<file path="src/rtl/sample_usb_packer_pkg.sv">
// Shared state encoding, sizes and the packed-length helper for the sample-to-USB packer.
package sample_usb_packer_pkg;

   typedef enum logic [1:0] {
      StFetch = 2'd0,
      StLo    = 2'd1,
      StHi    = 2'd2
   } pack_state_e;

   localparam int unsigned USB_PKT_MAX = 64;
   localparam int unsigned LEN_W       = 7;

   // Bank b's byte count occupies bits [7b+6:7b] of the packed length vector.
   function automatic logic [2*LEN_W-1:0] len_update(input logic [2*LEN_W-1:0] lens,
                                                     input logic               bank,
                                                     input logic [LEN_W-1:0]   len);
      logic [2*LEN_W-1:0] res;
      res = lens;
      if (bank) begin
         res[2*LEN_W-1:LEN_W] = len;
      end else begin
         res[LEN_W-1:0] = len;
      end
      return res;
   endfunction

endpackage

</file>
<file path="src/rtl/sample_usb_packer_idle_timer.sv">
// Counts FIFO-empty cycles while a partial packet is pending; expired forces a short commit.
module idle_timer #(
   parameter int unsigned TIMEOUT = 48000,
   parameter int unsigned TW      = 16
) (
   input  logic clk_48,
   input  logic rst_n,
   input  logic run,
   input  logic clr,
   output logic expired
);

   localparam logic [TW-1:0] LAST = TW'(TIMEOUT - 1);

   logic [TW-1:0] cnt_q;

   // Saturates at LAST so a stalled commit cannot wrap the count back to zero.
   always_ff @(posedge clk_48 or negedge rst_n) begin
      if (!rst_n) begin
         cnt_q <= '0;
      end else if (clr) begin
         cnt_q <= '0;
      end else if (run && (cnt_q != LAST)) begin
         cnt_q <= cnt_q + 1'b1;
      end
   end

   assign expired = (cnt_q == LAST);

endmodule

</file>
<file path="src/rtl/sample_usb_packer.sv">
// Streams 16-bit readback FIFO words little-endian into two 64-byte USB IN packet banks.
module sample_usb_packer
   import sample_usb_packer_pkg::*;
#(
   parameter int unsigned PKT_BYTES = USB_PKT_MAX,
   parameter int unsigned TIMEOUT   = 48000,
   parameter int unsigned TW        = 16
) (
   input  logic        clk_48,
   input  logic        rst_n,
   input  logic        enable,
   input  logic        flush,
   output logic        fifo_rd,
   input  logic [15:0] fifo_rd_data,
   input  logic        fifo_empty,
   output logic        buf_we,
   output logic [6:0]  buf_addr,
   output logic [7:0]  buf_data,
   output logic [1:0]  pkt_valid,
   output logic [13:0] pkt_len,
   input  logic [1:0]  pkt_release,
   output logic        wr_bank
);

   localparam logic [6:0] PKT_LEN = 7'(PKT_BYTES);

   pack_state_e state_q;
   logic [6:0]  ptr_q;
   logic [7:0]  hi_q;
   logic        wr_bank_q;
   logic [1:0]  pkt_valid_q;
   logic [13:0] pkt_len_q;
   logic        active_q;

   logic [6:0]  ptr_next;
   logic        full_hit;
   logic        can_read;
   logic        short_commit;
   logic        full_commit;
   logic        commit;
   logic [6:0]  commit_len;
   logic [1:0]  bank_mask;
   logic [1:0]  pkt_valid_d;
   logic        idle_run;
   logic        idle_clr;
   logic        idle_expired;

   // active_q keeps the read strobe low for the whole reset and the first cycle after it.
   assign can_read     = active_q && enable && !fifo_empty && !pkt_valid_q[wr_bank_q];
   assign ptr_next     = ptr_q + 7'd2;
   assign full_hit     = (ptr_next == PKT_LEN);

   assign short_commit = (state_q == StFetch) && !can_read && (ptr_q != 7'd0) &&
                         (flush || idle_expired);
   assign full_commit  = (state_q == StHi) && full_hit;
   assign commit       = short_commit || full_commit;
   assign commit_len   = full_commit ? ptr_next : ptr_q;

   assign bank_mask    = wr_bank_q ? 2'b10 : 2'b01;
   assign pkt_valid_d  = (pkt_valid_q & ~pkt_release) | (commit ? bank_mask : 2'b00);

   assign fifo_rd      = can_read &&
                         ((state_q == StFetch) || ((state_q == StHi) && !full_hit));

   assign idle_run     = (ptr_q != 7'd0) && fifo_empty;
   assign idle_clr     = fifo_rd || commit;

   idle_timer #(
      .TIMEOUT (TIMEOUT),
      .TW      (TW)
   ) u_idle_timer (
      .clk_48  (clk_48),
      .rst_n   (rst_n),
      .run     (idle_run),
      .clr     (idle_clr),
      .expired (idle_expired)
   );

   // The low byte goes straight from the FIFO data bus; the high byte is held for one cycle.
   always_comb begin
      buf_we   = 1'b0;
      buf_addr = '0;
      buf_data = '0;
      case (state_q)
         StLo: begin
            buf_we   = 1'b1;
            buf_addr = {wr_bank_q, ptr_q[5:0]};
            buf_data = fifo_rd_data[7:0];
         end
         StHi: begin
            buf_we   = 1'b1;
            buf_addr = {wr_bank_q, ptr_q[5:0] + 6'd1};
            buf_data = hi_q;
         end
         default: ;
      endcase
   end

   always_ff @(posedge clk_48 or negedge rst_n) begin
      if (!rst_n) begin
         state_q     <= StFetch;
         ptr_q       <= '0;
         hi_q        <= '0;
         wr_bank_q   <= 1'b0;
         pkt_valid_q <= '0;
         pkt_len_q   <= '0;
         active_q    <= 1'b0;
      end else begin
         active_q    <= 1'b1;
         pkt_valid_q <= pkt_valid_d;
         case (state_q)
            StFetch: begin
               if (can_read) begin
                  state_q <= StLo;
               end
            end
            StLo: begin
               hi_q    <= fifo_rd_data[15:8];
               state_q <= StHi;
            end
            StHi: begin
               ptr_q <= ptr_next;
               if (full_hit) begin
                  state_q <= StFetch;
               end else if (can_read) begin
                  state_q <= StLo;
               end else begin
                  state_q <= StFetch;
               end
            end
            default: state_q <= StFetch;
         endcase
         // A commit always targets the bank being filled, which cannot be valid right now.
         if (commit) begin
            pkt_len_q <= len_update(pkt_len_q, wr_bank_q, commit_len);
            wr_bank_q <= ~wr_bank_q;
            ptr_q     <= '0;
         end
      end
   end

   assign pkt_valid = pkt_valid_q;
   assign pkt_len   = pkt_len_q;
   assign wr_bank   = wr_bank_q;

endmodule

</file>
<file path="config.mk">
export PLATFORM = sky130hd
export DESIGN_NAME = sample_usb_packer
export DESIGN_NICKNAME = d
export VERILOG_FILES = /design/src/rtl/sample_usb_packer_pkg.sv /design/src/rtl/sample_usb_packer_idle_timer.sv /design/src/rtl/sample_usb_packer.sv
export SDC_FILE = /design/constraint.sdc
export NUM_CORES = 1
export LEC_CHECK = 0
export ABC_AREA = 1
export ABC_CLOCK_PERIOD_IN_PS = 2150
export CORE_MARGIN = 2
export CORE_UTILIZATION = 30
export CTS_CLUSTER_SIZE = 30
export DETAILED_ROUTE_END_ITERATION = 12
export DONT_BUFFER_PORTS = 1
export SETUP_SLACK_MARGIN = 0.15
export SYNTH_ARGS = -nofsm -noshare
export SYNTH_HDL_FRONTEND = slang
export SYNTH_SLANG_ARGS = --single-unit
</file>
<file path="constraint.sdc">
create_clock -name clk_48 -period 2.15 [get_ports clk_48]
set_clock_uncertainty 0.2 [all_clocks]
set_input_delay 0.645 -clock clk_48 [delete_from_list [all_inputs] [get_ports clk_48]]
set_output_delay 0.645 -clock clk_48 [all_outputs]
set_load 0.05 [all_outputs]
</file>
==> results.cfg <==
[die]
die-area_um2 = 10600
floorplan.die.height_um = 103
fp.dieW_um = 103
initial_cell_density_of_the_core_pct = 30.4
floorplan.io_pins = 57
placement_rows = 36
fp.coreArea_um2 = 9640

[global_route]
first_global_vias = 2416
grt_overflow = 0
antenna_violations_before_repair = 0
largest_net_degree_at_the_start_of_global_routing = 49
globalRouteTotalUtil_pct = 13.7
grt_first_pass_wirelength_um = 11300

[cts]
cts_tree = built
cts_max_path_buffers = 2
clk-insertion-delay-late_ps = 310
number_of_buffers_added_by_the_clock_tree_synthesis_step = 5
cts.reportedPaths.clkPinSlew_ps = 100
clk_root_buffer_cell = sky130_fd_sc_hd__clkbuf_8
clkSinkCount = 48
level_count_of_the_clock_h_tree = 2

[yosys]
synthesis.area_per_instance_um2 = 8.39
netlist_area_um2 = 2930
asyncSetResetFlopFracSynth_pct = 100
post_synth_edffs = 0
synth-seq-area-share_pct = 41.0
dominantRegCellSynth = sky130_fd_sc_hd__dfrtp_1
flip_flop_and_latch_count_after_synthesis = 48
yosysWarningCount = 0
synthesis.instances = 349
post_synth_num_cell_types = 35

[place]
half_perimeter_wire_length_of_the_detailed_placement_result_um = 4840
buffer_ports.inserted = 0
gp_routability_congestion = 0.950

[finish]
syn_to_final_growth_pct = 52.3
diodes = 0
nNetsFinal = 443
layout.filler_cells = 929
drive_above_1_share_pct = 50.4

[run]
cap_viol_max_count = 0

[critical_path]
reg2reg_setup_slack_ps = 30
critical_path.startpoint_type = flop
worst_ep_required_time_ps = 1300
critPathMaxFanout = 8
critPathKind = flop to output port
critical_path.endpoint_type = output port
worst-r2r-cell-count = 14
data_arrival_time_of_the_worst_path_ps = 1640
worst_reg2reg_startpoint = ptr_q[1]
worst_r2r_endpoint = pkt_len[2]

[sta]
setup_viol = 16
final-max-slew-violation-count = 0
timing.hold.ws_ps = 189
report.final.hold_viol_count = 0
totalNegativeSetupSlack_ps = -4660
worst_slew_pin_slew_ps = 552
grt_setup_unrepaired = yes
final.setup.worst_slack_ps = -335
fmax_mhz = 402
final_period_minus_worst_setup_slack_ps = 2480
period_utilization_pct = 116
max-slew-margin-rel_pct = 63.2

[route]
drt_wl_total_um = 6980
dr_total_vias = 2478
detail_route.iter0.violations = 76
routed_via_density = 4.52
antenna_violating_nets_remaining = 0
post_drt_wl_per_cell_um = 12.7
drt_pre_antenna_iters = 4
drt_drc_violations_left = 0

[pwr]
power_density_nw_per_um2 = 1270
fraction_of_power_consumed_by_the_clock_network_pct = 14.1
power_frac_comb_pct = 60.0
power_frac_seq_pct = 25.9
cellInternalPower_w = 0.00311
irDropWorstVdd_v = 0.000471
leakage_nw = 1.82
swShare_pct = 45.0
power.net_switching_w = 0.00254

[run_status]
failed_checks = setup timing
run_status = finished with violations

[worst_hold_path]
hold_path_end = pkt_valid[1]
hp-start = pkt_release[1]
holdCritPathClass = primary input to flop
hold_depth = 1
[cells in the final DEF (no fill, tap or decap), types with 2 or more instances in the layout]
| master | Yosys | routed |
|---|---|---|
| sky130_fd_sc_hd__dfrtp_2 | 0 | 3 |
| sky130_fd_sc_hd__buf_12 | 1 | 23 |
| sky130_fd_sc_hd__nand3_1 | 17 | 10 |
| sky130_fd_sc_hd__clkinvlp_4 | 0 | 2 |
| sky130_fd_sc_hd__mux2_2 | 8 | 8 |
| sky130_fd_sc_hd__xor2_1 | 6 | 6 |
| sky130_fd_sc_hd__nand3_4 | 2 | 2 |
| sky130_fd_sc_hd__buf_6 | 4 | 14 |
| sky130_fd_sc_hd__nor2_2 | 5 | 9 |
| sky130_fd_sc_hd__nor2_1 | 35 | 21 |
| sky130_fd_sc_hd__nand2_4 | 3 | 10 |
| sky130_fd_sc_hd__conb_1 | 2 | 3 |
| sky130_fd_sc_hd__bufinv_16 | 0 | 2 |
| sky130_fd_sc_hd__nor2_4 | 12 | 22 |
| sky130_fd_sc_hd__clkbuf_8 | 0 | 5 |
| sky130_fd_sc_hd__nor3_1 | 2 | 2 |
| sky130_fd_sc_hd__nand3_2 | 3 | 10 |
| sky130_fd_sc_hd__ha_2 | 0 | 2 |
| sky130_fd_sc_hd__nand2_8 | 1 | 5 |
| sky130_fd_sc_hd__nand4_1 | 7 | 7 |
| sky130_fd_sc_hd__nand2_1 | 97 | 80 |
| sky130_fd_sc_hd__ha_4 | 0 | 3 |
| sky130_fd_sc_hd__o21ai_2 | 13 | 16 |
| sky130_fd_sc_hd__nand2_2 | 12 | 20 |
| sky130_fd_sc_hd__dfrtp_1 | 48 | 45 |
| sky130_fd_sc_hd__inv_1 | 33 | 24 |
| sky130_fd_sc_hd__buf_4 | 4 | 27 |
| sky130_fd_sc_hd__inv_2 | 2 | 8 |
| sky130_fd_sc_hd__a21oi_4 | 0 | 8 |
| sky130_fd_sc_hd__o21ai_0 | 5 | 2 |
[power groups by stage]
| stage | Sequential (W) | Combinational (W) | Clock (W) |
|---|---|---|---|
| final | 0.00146 | 0.00339 | 0.000800 |
| after global routing | 0.00150 | 0.00364 | 0.000863 |
| after CTS | 0.00146 | 0.00306 | 0.000831 |
| after detailed placement | 0.00147 | 0.00266 | 0 |
| after global placement | 0.00146 | 0.00262 | 0 |
| after floorplan | 0.00151 | 0.00180 | 0 |
[stage by stage]
stage          worst slack (ps)  power [W]  instances  util (%)  instance area (um2)
2_1_floorplan              -291    0.00331        350         -                 3130
3_3_place_gp               17.0    0.00409        508      38.2                 3680
3_5_place_dp              -10.2    0.00413        508      38.2                 3680
4_1_cts                    -359    0.00536        529      43.1                 4150
5_1_grt                    -435    0.00600        548      46.3                 4460
6_report                   -335    0.00565        548      46.3                 4460
[how the worst max path moves through the flow]
stage	endpoint	cells past startpoint	from
floorplan	buf_data[0]	4	state_q[1]
global placement	buf_data[2]	6	state_q[0]
detailed placement	buf_data[6]	6	state_q[0]
CTS	buf_data[6]	6	state_q[0]
global route	buf_data[6]	6	state_q[0]
finish	buf_data[0]	6	state_q[0]
[logic make-up after synthesis]
family	after synthesis	share of synthesized area (%)
fa+ha+maj	6	2.56
xor+xnor	7	2.09
other cells	2	0.256
flops	48	41.0
buf+inv	50	8.67
mux	8	3.08
simple gates	197	34.6
compound gates	31	7.69
[cell type report]
type / instances / area, um2 / share of cell area, %
inverters: 36 / 171 / 3.84
clock buffers: 5 / 68.8 / 1.54
multi-input cells: 254 / 1890 / 42.3
flip-flops and latches: 48 / 1200 / 27.0
repair inverters: 1 / 16.3 / 0.365
clock inverters: 3 / 68.8 / 1.54
well taps: 133 / 166 / 3.73
repair buffers: 68 / 878 / 19.7
[cells in the mapped netlist, types with 2 or more instances]
master | number | area share, %
sky130_fd_sc_hd__nand2_4 | 3 | 1.2
sky130_fd_sc_hd__nor2_4 | 12 | 4.6
sky130_fd_sc_hd__nand2_2 | 12 | 2.6
sky130_fd_sc_hd__buf_2 | 2 | 0.34
sky130_fd_sc_hd__nor2_1 | 35 | 4.5
sky130_fd_sc_hd__nand2_1 | 97 | 12
sky130_fd_sc_hd__a21oi_1 | 9 | 1.5
sky130_fd_sc_hd__nand3_2 | 3 | 1.0
sky130_fd_sc_hd__nand4_1 | 7 | 1.5
sky130_fd_sc_hd__nand3_1 | 17 | 2.9
sky130_fd_sc_hd__o21ai_0 | 5 | 0.85
sky130_fd_sc_hd__ha_1 | 6 | 2.6
sky130_fd_sc_hd__mux2_2 | 8 | 3.1
sky130_fd_sc_hd__nand3_4 | 2 | 1.2
sky130_fd_sc_hd__nor3_1 | 2 | 0.34
sky130_fd_sc_hd__xor2_1 | 6 | 1.8
sky130_fd_sc_hd__buf_6 | 4 | 1.5
sky130_fd_sc_hd__dfrtp_1 | 48 | 41
sky130_fd_sc_hd__inv_2 | 2 | 0.26
sky130_fd_sc_hd__conb_1 | 2 | 0.26
sky130_fd_sc_hd__nor2_2 | 5 | 1.1
sky130_fd_sc_hd__clkbuf_1 | 2 | 0.26
sky130_fd_sc_hd__inv_1 | 33 | 4.2
sky130_fd_sc_hd__o21ai_2 | 13 | 3.9
sky130_fd_sc_hd__buf_4 | 4 | 1.0
[layer usage]
metal  GRT usage [%]  up-vias  share of wire (%)
li1                -     1222                  -
met1            16.5     1212                 40
met2            23.8       34                 54
met3            3.12       10                3.8
met4            4.96        0                2.0
met5               0        -                  0
[sequential cells by signal, summed over array words and instances (netlist names)]
signal and count:
active_q 1, hi_q 8, pkt_len 12, pkt_valid 2
ptr_q 6, state_q 2, u_idle_timer.cnt_q 16, wr_bank 1
[critical path, cell delays in order, from the launching register on]
cell and delay, ps:
sky130_fd_sc_hd__dfrtp_1 420, sky130_fd_sc_hd__inv_2 90, sky130_fd_sc_hd__ha_4 300, sky130_fd_sc_hd__clkinvlp_4 90, sky130_fd_sc_hd__buf_12 150, sky130_fd_sc_hd__a21oi_4 130
sky130_fd_sc_hd__buf_12 150
[timing repair]
action	CTS	global route
resized for setup	48	40
gates cloned	2	1
endpoints found under the setup margin	45	54
endpoints found under the hold margin	48	0
hold buffers	2	0
pin swaps	19	26
buffers inserted	9	18
Note: power is estimated with default switching activity, not from simulation.
